## src/rtl/mac_accum4.sv

```systemverilog
// mac_accum4: signed 4-bit multiply-accumulate over N_TERMS accepted terms,
// followed by an arithmetic right-shift scale and saturation to 4 bits.
// Y/ovfl are held between done pulses so a downstream rectifier can read
// them combinationally at any time.
module mac_accum4 #(
    parameter int N_TERMS = 4,
    parameter int ACC_W   = 12,
    parameter int SHIFT   = 0
) (
    input  logic              clk,
    input  logic              rst_n,
    input  logic              start,
    input  logic              in_vld,
    input  logic signed [3:0] A,
    input  logic signed [3:0] B,
    output logic              busy,
    output logic              done,
    output logic [3:0]        Y,
    output logic              ovfl
);

    localparam int CNT_W = (N_TERMS > 2) ? $clog2(N_TERMS) : 1;
    localparam logic [CNT_W-1:0] LAST = CNT_W'(N_TERMS - 1);
    localparam logic signed [ACC_W-1:0] MAXV = ACC_W'(7);
    localparam logic signed [ACC_W-1:0] MINV = -ACC_W'(8);

    typedef enum logic {IDLE, ACCUM} state_t;

    state_t                   state, state_nx;
    logic signed [ACC_W-1:0]  acc, acc_nx;
    logic [CNT_W-1:0]         cnt, cnt_nx;
    logic [3:0]               y_nx;
    logic                     ovfl_nx, done_nx;

    logic signed [7:0]        prod;
    logic signed [ACC_W-1:0]  prod_ext, sum, scaled;
    logic                     clip_hi, clip_lo;

    // Full 8-bit signed product; operands sign-extended so the multiply is exact.
    assign prod     = $signed({{4{A[3]}}, A}) * $signed({{4{B[3]}}, B});
    assign prod_ext = {{(ACC_W-8){prod[7]}}, prod};
    assign sum      = acc + prod_ext;
    assign scaled   = sum >>> SHIFT;
    assign clip_hi  = scaled > MAXV;
    assign clip_lo  = scaled < MINV;

    // busy is simply the registered state decode.
    assign busy = (state == ACCUM);

    // State and datapath registers; reset clears everything immediately.
    always_ff @(posedge clk or negedge rst_n) begin
        if (!rst_n) begin
            state <= IDLE;
            acc   <= '0;
            cnt   <= '0;
            Y     <= 4'b0000;
            ovfl  <= 1'b0;
            done  <= 1'b0;
        end else begin
            state <= state_nx;
            acc   <= acc_nx;
            cnt   <= cnt_nx;
            Y     <= y_nx;
            ovfl  <= ovfl_nx;
            done  <= done_nx;
        end
    end

    // Next-state: start wins over in_vld; the final accepted term publishes
    // the saturated result and returns to IDLE.
    always_comb begin
        state_nx = state;
        acc_nx   = acc;
        cnt_nx   = cnt;
        y_nx     = Y;
        ovfl_nx  = ovfl;
        done_nx  = 1'b0;
        case (state)
            IDLE: begin
                if (start) begin
                    acc_nx   = '0;
                    cnt_nx   = '0;
                    state_nx = ACCUM;
                end
            end
            ACCUM: begin
                if (start) begin
                    acc_nx = '0;
                    cnt_nx = '0;
                end else if (in_vld) begin
                    if (cnt == LAST) begin
                        if (clip_hi)      y_nx = 4'b0111;
                        else if (clip_lo) y_nx = 4'b1000;
                        else              y_nx = scaled[3:0];
                        ovfl_nx  = clip_hi | clip_lo;
                        done_nx  = 1'b1;
                        acc_nx   = '0;
                        cnt_nx   = '0;
                        state_nx = IDLE;
                    end else begin
                        acc_nx = sum;
                        cnt_nx = cnt + 1'b1;
                    end
                end
            end
            default: state_nx = IDLE;
        endcase
    end

endmodule

```

## config.mk

```make
export PLATFORM = sky130hd
export DESIGN_NAME = mac_accum4
export DESIGN_NICKNAME = d
export VERILOG_FILES = /design/src/rtl/mac_accum4.sv
export SDC_FILE = /design/constraint.sdc
export NUM_CORES = 1
export LEC_CHECK = 0
export ABC_AREA = 0
export BUFFER_PORTS_ARGS = -buffer_cell sky130_fd_sc_hd__buf_4
export CORE_ASPECT_RATIO = 0.75
export CORE_MARGIN = 4
export CORE_UTILIZATION = 24
export DETAILED_ROUTE_END_ITERATION = 8
export GPL_ROUTABILITY_DRIVEN = 0
export HOLD_SLACK_MARGIN = 0.03
export PLACE_DENSITY_LB_ADDON = 0.2
export SLEW_MARGIN = 0
export SYNTH_ARGS = -nofsm -noshare
export SYNTH_HDL_FRONTEND = slang
export SYNTH_SLANG_ARGS = --single-unit
```

## constraint.sdc

```tcl
create_clock -name clk -period 4.1 [get_ports clk]
set_input_delay 0.615 -clock clk [delete_from_list [all_inputs] [get_ports clk]]
set_output_delay 0.615 -clock clk [all_outputs]
set_load 0.005 [all_outputs]
```

==> impl_metrics.ini, run 1 <==
[outcome]
status = completed

[placed_design]
hpwl_mm = 4.40
dpl.cell_count = 403
io_buffers = 18
post_dp_cell_area_um2 = 2790

[routing]
vias_per_cell = 4.27
drt_iter0_markers = 56
postRouteAntennaNets = 0
vias = 1781
drc = 0
wl_mm = 5.36
wl_per_cell_um = 12.9
first_pass_iters = 4

[logic_synthesis]
ys_warn_count = 0
synth_most_common_cell = inv_1
synth_top_area_share_pct = 23.3
ys_top_cells_by_area = dfrtp_1 (23%), fa_1 (19%), ha_1 (14%)
ys.flop_type = dfrtp_1
yosysTopAreaCell = dfrtp_1
synth_edf_count = 0
synth.distinct_cells = 46
syn_area_per_cell_um2 = 9.74
syn_inst = 232
synth_common_cells = inv_1 (47), ha_1 (26), fa_1 (22)
ys_seq_area_share_pct = 23.3
ys_seq_elements = 21
syn_nets = 292
async_flop_share_pct = 100
syn_area_um2 = 2260

[timing]
relSlewSlack_pct = 23.9
finalCritPeriodShare_pct = 98.2
worstMarginPinSlew_ps = 1130
slew_violations = 0
setup_violations = 0
hold_viol_final = 0
fin_skew_ps = 2.30
rsz0062_at_grt = yes
fmax_ghz = 0.248
period_needed_ps = 4030

[cts]
cts.sinks = 21
holdBufCountCts = 0
clk_pin_slew_ps = 60
ctsLongestPathBuffers = 2
numCtsBuffers = 3
clock_latency_ps = 250
root_buffer = clkbuf_16
htreeDepth = 1
cts_tree = done

[global_routing]
grt_pass1_vias = 1887
overflow = 0
grt_usage_pct = 10.4
grt_pass1_wl_mm = 9.38
antenna_found_initial = 0
grt_max_degree = 22

[finish]
finalNonFillerCells = 417
area_growth_pct = 43.9
diodes = 0
fin_nets = 350
fin_area_um2 = 3250
drive_above_1_share_pct = 39.4

[power_and_ir_drop]
pwr-share-comb_pct = 82.0
power.leakage_nw = 1.54
powerDensity_nw_per_um2 = 860
swShare_pct = 42.0
peakVddDrop_mv = 0.371
power_frac_seq_pct = 10.5
power.switching_mw = 1.18
p_int_mw = 1.62
p_clk_share_pct = 7.5

[min_path]
hold_class = in2async

[worst_setup_path]
crit_path_start = B[0]
path_class = in2reg
worstPathMaxFanout = 5
cp-start-kind = input pin
worst-endpoint-arrival_ps = 4150
rr_startpoint = acc[3]$_DFFE_PN0P_
end_kind = flop
required_ps = 4230

[die]
ioPinCount = 19
core.rowCount = 30
die_x_um = 120
core_um2 = 9120
die_h_um = 92.0
initial_core_util_pct = 24.8
dieArea_um2 = 11000

[run]
drv_cap = 0
## repair_timing
item,in CTS,in global routing
gates resized for setup,14,39
pin swaps,22,34
endpoints found under the setup margin,4,7
buffers inserted,4,7
## worst max-delay path: stages
cell,delay [ps]
buf_6,90
and2_4,150
fa_1,470
inv_1,50
fa_1,450
fa_1,520
inv_2,60
fa_2,370
a211o_4,390
and3_1,200
or3_4,390
a41oi_2,270
o22ai_1,120
## worst paths after layout
check / end / slack [ps] / cells past startpoint
max reg2reg: Y[2]$_DFFE_PN0P_ / 240 / 11
min reg2reg: cnt[0]$_DFFE_PN0P_ / 520 / 1
max in group asynchronous: acc[0]$_DFFE_PN0P_ / 3630 / 1
min in group clk: cnt[0]$_DFFE_PN0P_ / 520 / 1
max: Y[2]$_DFFE_PN0P_ / 70 / 13
min: busy$_DFF_PN0_ / 240 / 1
## cells by family (layout without fill, tap and decap cells)
family          count (synthesis)  after routing  share of synthesized area, %
simple gates                   52             52                          13.1
mux                             1              1                         0.498
buf+inv                        50            107                          8.31
fa+ha+maj                      48             48                          33.9
xor+xnor                        6              6                          3.54
compound gates                 54             54                          17.4
flops                          21             21                          23.3
## metrics by stage
step / setup WS [ps] / power, mW / TNS [ps] / hold slack (ps) / utilization, %
finish: 73.1 / 2.80 / 0 / 241 / 35.7
global route: -56.5 / 3.08 / -157 / 258 / 35.7
CTS: 10.5 / 2.40 / 0 / 248 / 32.7
detailed placement: -408 / 1.97 / -2440 / 507 / 30.6
global placement: -423 / 1.97 / -2450 / 492 / 30.6
floorplan: 17.8 / 1.36 / 0 / 319 / -
## area by class of cell
cell class	instances	area (µm²)
Sequential cell	21	526
Timing Repair Buffer	56	447
Tap cell	128	160
Inverter	47	176
Clock buffer	3	75.1
Multi-Input combinational cell	161	1860
Fill cell	963	5870
Clock inverter	1	5.00
## power groups by stage
| stage | sequential [mW] | clock, mW | combinational (mW) |
|---|---|---|---|
| 4_1_cts | 0.293 | 0.214 | 1.89 |
| 2_1_floorplan | 0.280 | 0 | 1.08 |
| 6_report | 0.295 | 0.209 | 2.29 |
| 5_1_grt | 0.301 | 0.225 | 2.55 |
| 3_3_place_gp | 0.296 | 0 | 1.67 |
| 3_5_place_dp | 0.296 | 0 | 1.67 |
## cell usage in the layout (no fill, tap or decap), drive strengths merged, types with 4 or more instances in the layout
master	Yosys	routed
buf	0	56
nor2	8	8
a21oi	6	6
a211oi	4	4
ha	26	26
o21ai	11	11
or2	4	4
nand2	10	10
dfrtp	21	21
and2	12	12
fa	22	22
inv	47	47
a22o	8	8
## flip-flops by register name, summed over array words and instances (netlist names)
register	cells
Y	4
ovfl	1
cnt	2
busy	1
done	1
acc	12
## metal layers
metal	share of wire [%]	up-vias	GRT usage, %
li1	-	902	-
met1	55	856	16.7
met2	41	21	14.5
met3	3.1	2	2.22
met4	0.63	0	0.858
met5	0	-	0
Power figures use the tool's default switching activity.
==> run 2: changes to the inputs <==
Settings changed: CORE_UTILIZATION 24 to 42.
==> run 2 against run 1 <==
Maximum frequency barely moved. Combinational power decreased by 17%. Die area fell by 40%. Non-clock buffer count shrank 9. Worst hold slack worse by 18 ps. Clock-buffer cell count increased by 1. Global-route usage increased by 5.1 points. Total power down 17%. Register-to-register slack is essentially flat. Sequential share of layout area grew 1.7 points. Largest cell class unchanged. Highest routed layer unchanged.
==> impl_metrics.ini, run 2 (synthesized netlist as in run 1, its figures left out) <==
[outcome]
status = completed

[global_routing]
gr-usage-met1_pct = 22.8
grt_pass1_vias = 1749
antenna_found_initial = 0
grt.busiest_layer = met2
overflow = 0
grt_pass1_wl_mm = 8.22
grt_use_met2_pct = 24.8
use_met3_pct = 2.52
grt_usage_pct = 15.5
grt_max_degree = 22

[placed_design]
dpl.cell_count = 345
hpwl_mm = 4.00
io_buffers = 18

[worst_setup_path]
worst-endpoint-arrival_ps = 4180
rr_startpoint = acc[3]$_DFFE_PN0P_
r2r_slack_ps = 250
path_class = in2reg
reg2reg_to = ovfl$_DFFE_PN0P_
cp-start-kind = input pin
ff2ff_path_depth = 12
worstPathMaxFanout = 5
required_ps = 4250
end_kind = flop

[timing]
period_needed_ps = 4030
fmax_ghz = 0.248
rsz0062_at_grt = yes
finalCritPeriodShare_pct = 98.2
relSlewSlack_pct = 27.1
setup_violations = 0
hold_viol_final = 0
fin_skew_ps = 3.89
holdWs_ps = 223
slew_violations = 0
worstMarginPinSlew_ps = 1090

[finish]
finalNonFillerCells = 352
diodes = 0
largest_reg_flops = 12
final_cell_mix = inv_1 (46), buf_4 (42), dfrtp_1 (21), fa_1 (21), ha_1 (20)
finalCoreUtilization_pct = 58.4
drive_above_1_share_pct = 31.1
fin_nets = 341
top_regs = acc x12, Y x4, cnt x2
area_growth_pct = 30.1
fill_cells = 466
layout_commonest_cell = inv_1
largest_register = acc

[routing]
vias = 1790
postRouteAntennaNets = 0
wl_per_cell_um = 14.1
first_pass_iters = 4
drc = 0
drt_iter0_markers = 91
wl_mm = 4.96
vias_per_cell = 5.09

[cts]
clk_pin_slew_ps = 70
cts.sinks = 21
htreeDepth = 1
numCtsBuffers = 3
cts_tree = done
holdBufCountCts = 0
root_buffer = clkbuf_8
clock_latency_ps = 260
ctsLongestPathBuffers = 2

[power_and_ir_drop]
total_power_mw = 2.32
power.leakage_nw = 1.48
powerDensity_nw_per_um2 = 788
peakVddDrop_mv = 0.433

[die]
ioPinCount = 19
initial_core_util_pct = 44.9
dieArea_um2 = 6630
die_x_um = 92.7
core.rowCount = 22
core_um2 = 5040
die_h_um = 71.5

[min_path]
hold_class = in2async

[run]
drv_cap = 0
-- run 2: cell count changes in the layout (fill, tap and decap cells not counted), sizes merged --
cell / before / now
buf: 56 / 47
clkinv: 1 / 0
clkbuf: 3 / 4
-- run 2: through the flow --
step	setup TNS, ps	worst slack, ps	instance area (µm²)
after floorplan	0	17.8	2300
after global placement	-1700	-319	2710
after detailed placement	-1870	-349	2710
after CTS	0	7.22	2860
after global routing	-124	-67.6	2940
final	0	74.0	2940
-- run 2: repair_timing --
| action | CTS | global route |
|---|---|---|
| setup buffers | 2 | 1 |
| setup endpoints to repair | 4 | 4 |
| resized for setup | 12 | 18 |
| pin swaps | 14 | 18 |
-- run 2: report_power, final --
part | switching [mW] | total, mW | internal, mW
Combinational | 0.938 | 1.89 | 0.952
Clock | 0.0647 | 0.134 | 0.0692
Sequential | 0.0377 | 0.292 | 0.254
Total | 1.04 | 2.32 | 1.28
-- run 2: layer usage --
layer,vias up,wire [µm]
li1,886,-
met1,871,2440
met2,29,2330
met3,4,167
met4,0,19
met5,-,0
-- run 2: how the worst max path moves through the flow --
| stage | start | endpoint | slack [ps] | cells after the start |
|---|---|---|---|---|
| after global routing | B[3] | ovfl$_DFFE_PN0P_ | -70 | 14 |
| after CTS | A[3] | ovfl$_DFFE_PN0P_ | 7 | 15 |
| after global placement | A[3] | ovfl$_DFFE_PN0P_ | -320 | 14 |
| after floorplan | A[3] | ovfl$_DFFE_PN0P_ | 20 | 13 |
| final | A[3] | ovfl$_DFFE_PN0P_ | 70 | 14 |
| after detailed placement | A[3] | ovfl$_DFFE_PN0P_ | -350 | 14 |
-- run 2: critical path, cell delays in order --
cell,delay (ps)
buf_8,100
and2_4,160
fa_1,470
inv_1,50
fa_1,450
fa_1,520
inv_2,60
fa_2,350
a211o_4,380
and2_4,170
or2_4,240
nor4_4,270
nand4_1,140
o21a_1,200
-- run 2: area by class of cell --
class | instances | area, µm² | area share [%]
Clock buffer | 4 | 45.0 | 1.53
Inverter | 47 | 176 | 6.00
Multi-Input combinational cell | 161 | 1730 | 58.8
Sequential cell | 21 | 526 | 17.9
Tap cell | 72 | 90.1 | 3.06
Timing Repair Buffer | 47 | 375 | 12.8
==> run 3: changes to the inputs <==
--- a/config.mk
+++ b/config.mk
@@ -10,10 +10,9 @@
 export CORE_ASPECT_RATIO = 0.75
 export CORE_MARGIN = 4
-export CORE_UTILIZATION = 42
+export CORE_UTILIZATION = 49
 export DETAILED_ROUTE_END_ITERATION = 8
 export GPL_ROUTABILITY_DRIVEN = 0
 export HOLD_SLACK_MARGIN = 0.03
 export PLACE_DENSITY_LB_ADDON = 0.2
-export SLEW_MARGIN = 0
 export SYNTH_ARGS = -nofsm -noshare
 export SYNTH_HDL_FRONTEND = slang
==> constraint.sdc (replaced) <==
create_clock -name clk -period 4.1 [get_ports clk]
set_input_delay 0.205 -clock clk [delete_from_list [all_inputs] [get_ports clk]]
set_output_delay 0.205 -clock clk [all_outputs]
set_load 0.005 [all_outputs]
==> run 3 against run 2 <==
Worst hold slack worse by 96 ps. Clock power about the same. Sequential share of layout area increased by 1.5 points. Critical endpoint is now Y[2]$_DFFE_PN0P_. Largest cell class unchanged.
==> impl_metrics.ini, run 3 (synthesized netlist as in run 1, its figures left out) <==
[worst_setup_path]
r2r_slack_ps = 110
cp-start-kind = flop
worst-endpoint-arrival_ps = 4170
required_ps = 4290
reg2reg_to = Y[2]$_DFFE_PN0P_
path_buf_inv = 3
crit_chain = fa_1, inv_1, fa_1, fa_1, inv_2, buf_4, ha_4, a211o_1, a21o_1, xnor2_2, nor4_4, a41oi_2, o22ai_1
ff2ff_path_depth = 13
path_class = reg2reg
end_kind = flop
crit_path_frequent_cell = fa_1
worstPathMaxFanout = 3
crit_path_max_incr_delay_ps = 510
rr_startpoint = acc[3]$_DFFE_PN0P_
crit_slowest_cell = fa_1
path_delay_family = adder cells

[die]
initial_core_util_pct = 50.6
dieArea_um2 = 5770
core_um2 = 4470
die_x_um = 86.4
core.rowCount = 21
die_h_um = 66.8
ioPinCount = 19

[finish]
diodes = 0
final_cell_mix = inv_1 (46), buf_4 (32), ha_1 (25), dfrtp_1 (21), fa_1 (21)
fill_cells = 392
layout_commonest_cell = inv_1
largest_register = acc
largest_reg_flops = 12
drive_above_1_share_pct = 24.1
area_growth_pct = 20.2
finalCoreUtilization_pct = 60.8
fin_nets = 327
multi_input_area_um2 = 1650
top_regs = acc x12, Y x4, cnt x2
layout.area.seq_um2 = 526

[routing]
wl_per_cell_um = 14.4
drt_iter0_markers = 60
vias = 1725
postRouteAntennaNets = 0
drc = 0
wl_mm = 4.66
vias_per_cell = 5.34
first_pass_iters = 4

[outcome]
status = completed

[cts]
clk_pin_slew_ps = 80
numCtsBuffers = 3
root_buffer = clkbuf_8
clock_latency_ps = 260
cts.sinks = 21
htreeDepth = 1
cts_tree = done
ctsLongestPathBuffers = 2

[timing]
period_needed_ps = 3990
relSlewSlack_pct = 28.8
worstMarginPinSlew_ps = 1070
setup_violations = 0
hold_viol_final = 0
fin_skew_ps = 6.74
slew_violations = 0
finalCritPeriodShare_pct = 97.2
fmax_ghz = 0.251

[run]
drv_cap = 0

[global_routing]
grt_usage_pct = 17.9
grt_pass1_wl_mm = 8.11
overflow = 0
grt_max_degree = 22
antenna_found_initial = 0
grt_pass1_vias = 1727

[power_and_ir_drop]
peakVddDrop_mv = 0.462
power.leakage_nw = 1.40
total_power_mw = 2.06
powerDensity_nw_per_um2 = 759

[placed_design]
io_buffers = 18
hpwl_mm = 3.76

[min_path]
hold_class = in2reg
hold_depth = 2
hold_path_startpoint = start
holdPathEnd = cnt[1]$_DFFE_PN0P_
run 3: area by class of cell:
cell class / instances / share of cell area, %
multi-input cells: 161 / 60.6
inverters: 47 / 6.49
clock buffers: 3 / 1.52
well taps: 57 / 2.63
repair buffers: 33 / 9.21
clock inverters: 1 / 0.184
flip-flops and latches: 21 / 19.3
run 3: routing by layer:
layer | track usage, % | share of wire (%)
met1 | 26.5 | 49
met2 | 27.6 | 45
met3 | 3.09 | 4.7
met4 | 3.31 | 0.34
met5 | 0 | 0
run 3: repair_timing:
action | in CTS | in global routing
gates resized for setup | 1 | 19
endpoints found under the hold margin | 21 | 0
hold buffers | 1 | 0
endpoints found under the setup margin | 3 | 5
buffers inserted | 0 | 2
pin swaps | 1 | 13
run 3: how the worst max path moves through the flow:
stage | from | end | slack (ps) | depth (start not counted)
6_report | acc[3]$_DFFE_PN0P_ | Y[2]$_DFFE_PN0P_ | 110 | 13
5_1_grt | acc[3]$_DFFE_PN0P_ | Y[2]$_DFFE_PN0P_ | -50 | 13
4_1_cts | acc[3]$_DFFE_PN0P_ | Y[0]$_DFFE_PN0P_ | 10 | 12
3_5_place_dp | A[0] | Y[0]$_DFFE_PN0P_ | -150 | 14
3_3_place_gp | A[0] | Y[0]$_DFFE_PN0P_ | -20 | 14
2_1_floorplan | A[3] | ovfl$_DFFE_PN0P_ | 300 | 13
run 3: power by group:
group          internal [mW]  switching, mW
Clock                 0.0677         0.0693
Sequential             0.254         0.0330
Combinational          0.774          0.864
Total                   1.10          0.966
run 3: through the flow:
stage	hold WS, ps	std cells	setup TNS [ps]	worst slack [ps]	area [µm²]
3_3_place_gp	103	316	-63.6	-23.9	2540
3_5_place_dp	108	316	-404	-151	2540
4_1_cts	126	321	0	14.0	2600
6_report	127	323	0	115	2720
2_1_floorplan	-90.6	232	0	302	2260
5_1_grt	133	323	-64.6	-50.9	2720
run 3: worst reg2reg max path, delay by kind of cell, from the launching register on:
family          cells  cell delay, ps
fa+ha+maj           4            1720
compound gates      4             990
flops               1             410
simple gates        1             360
buf+inv             3             250
xor+xnor            1             190
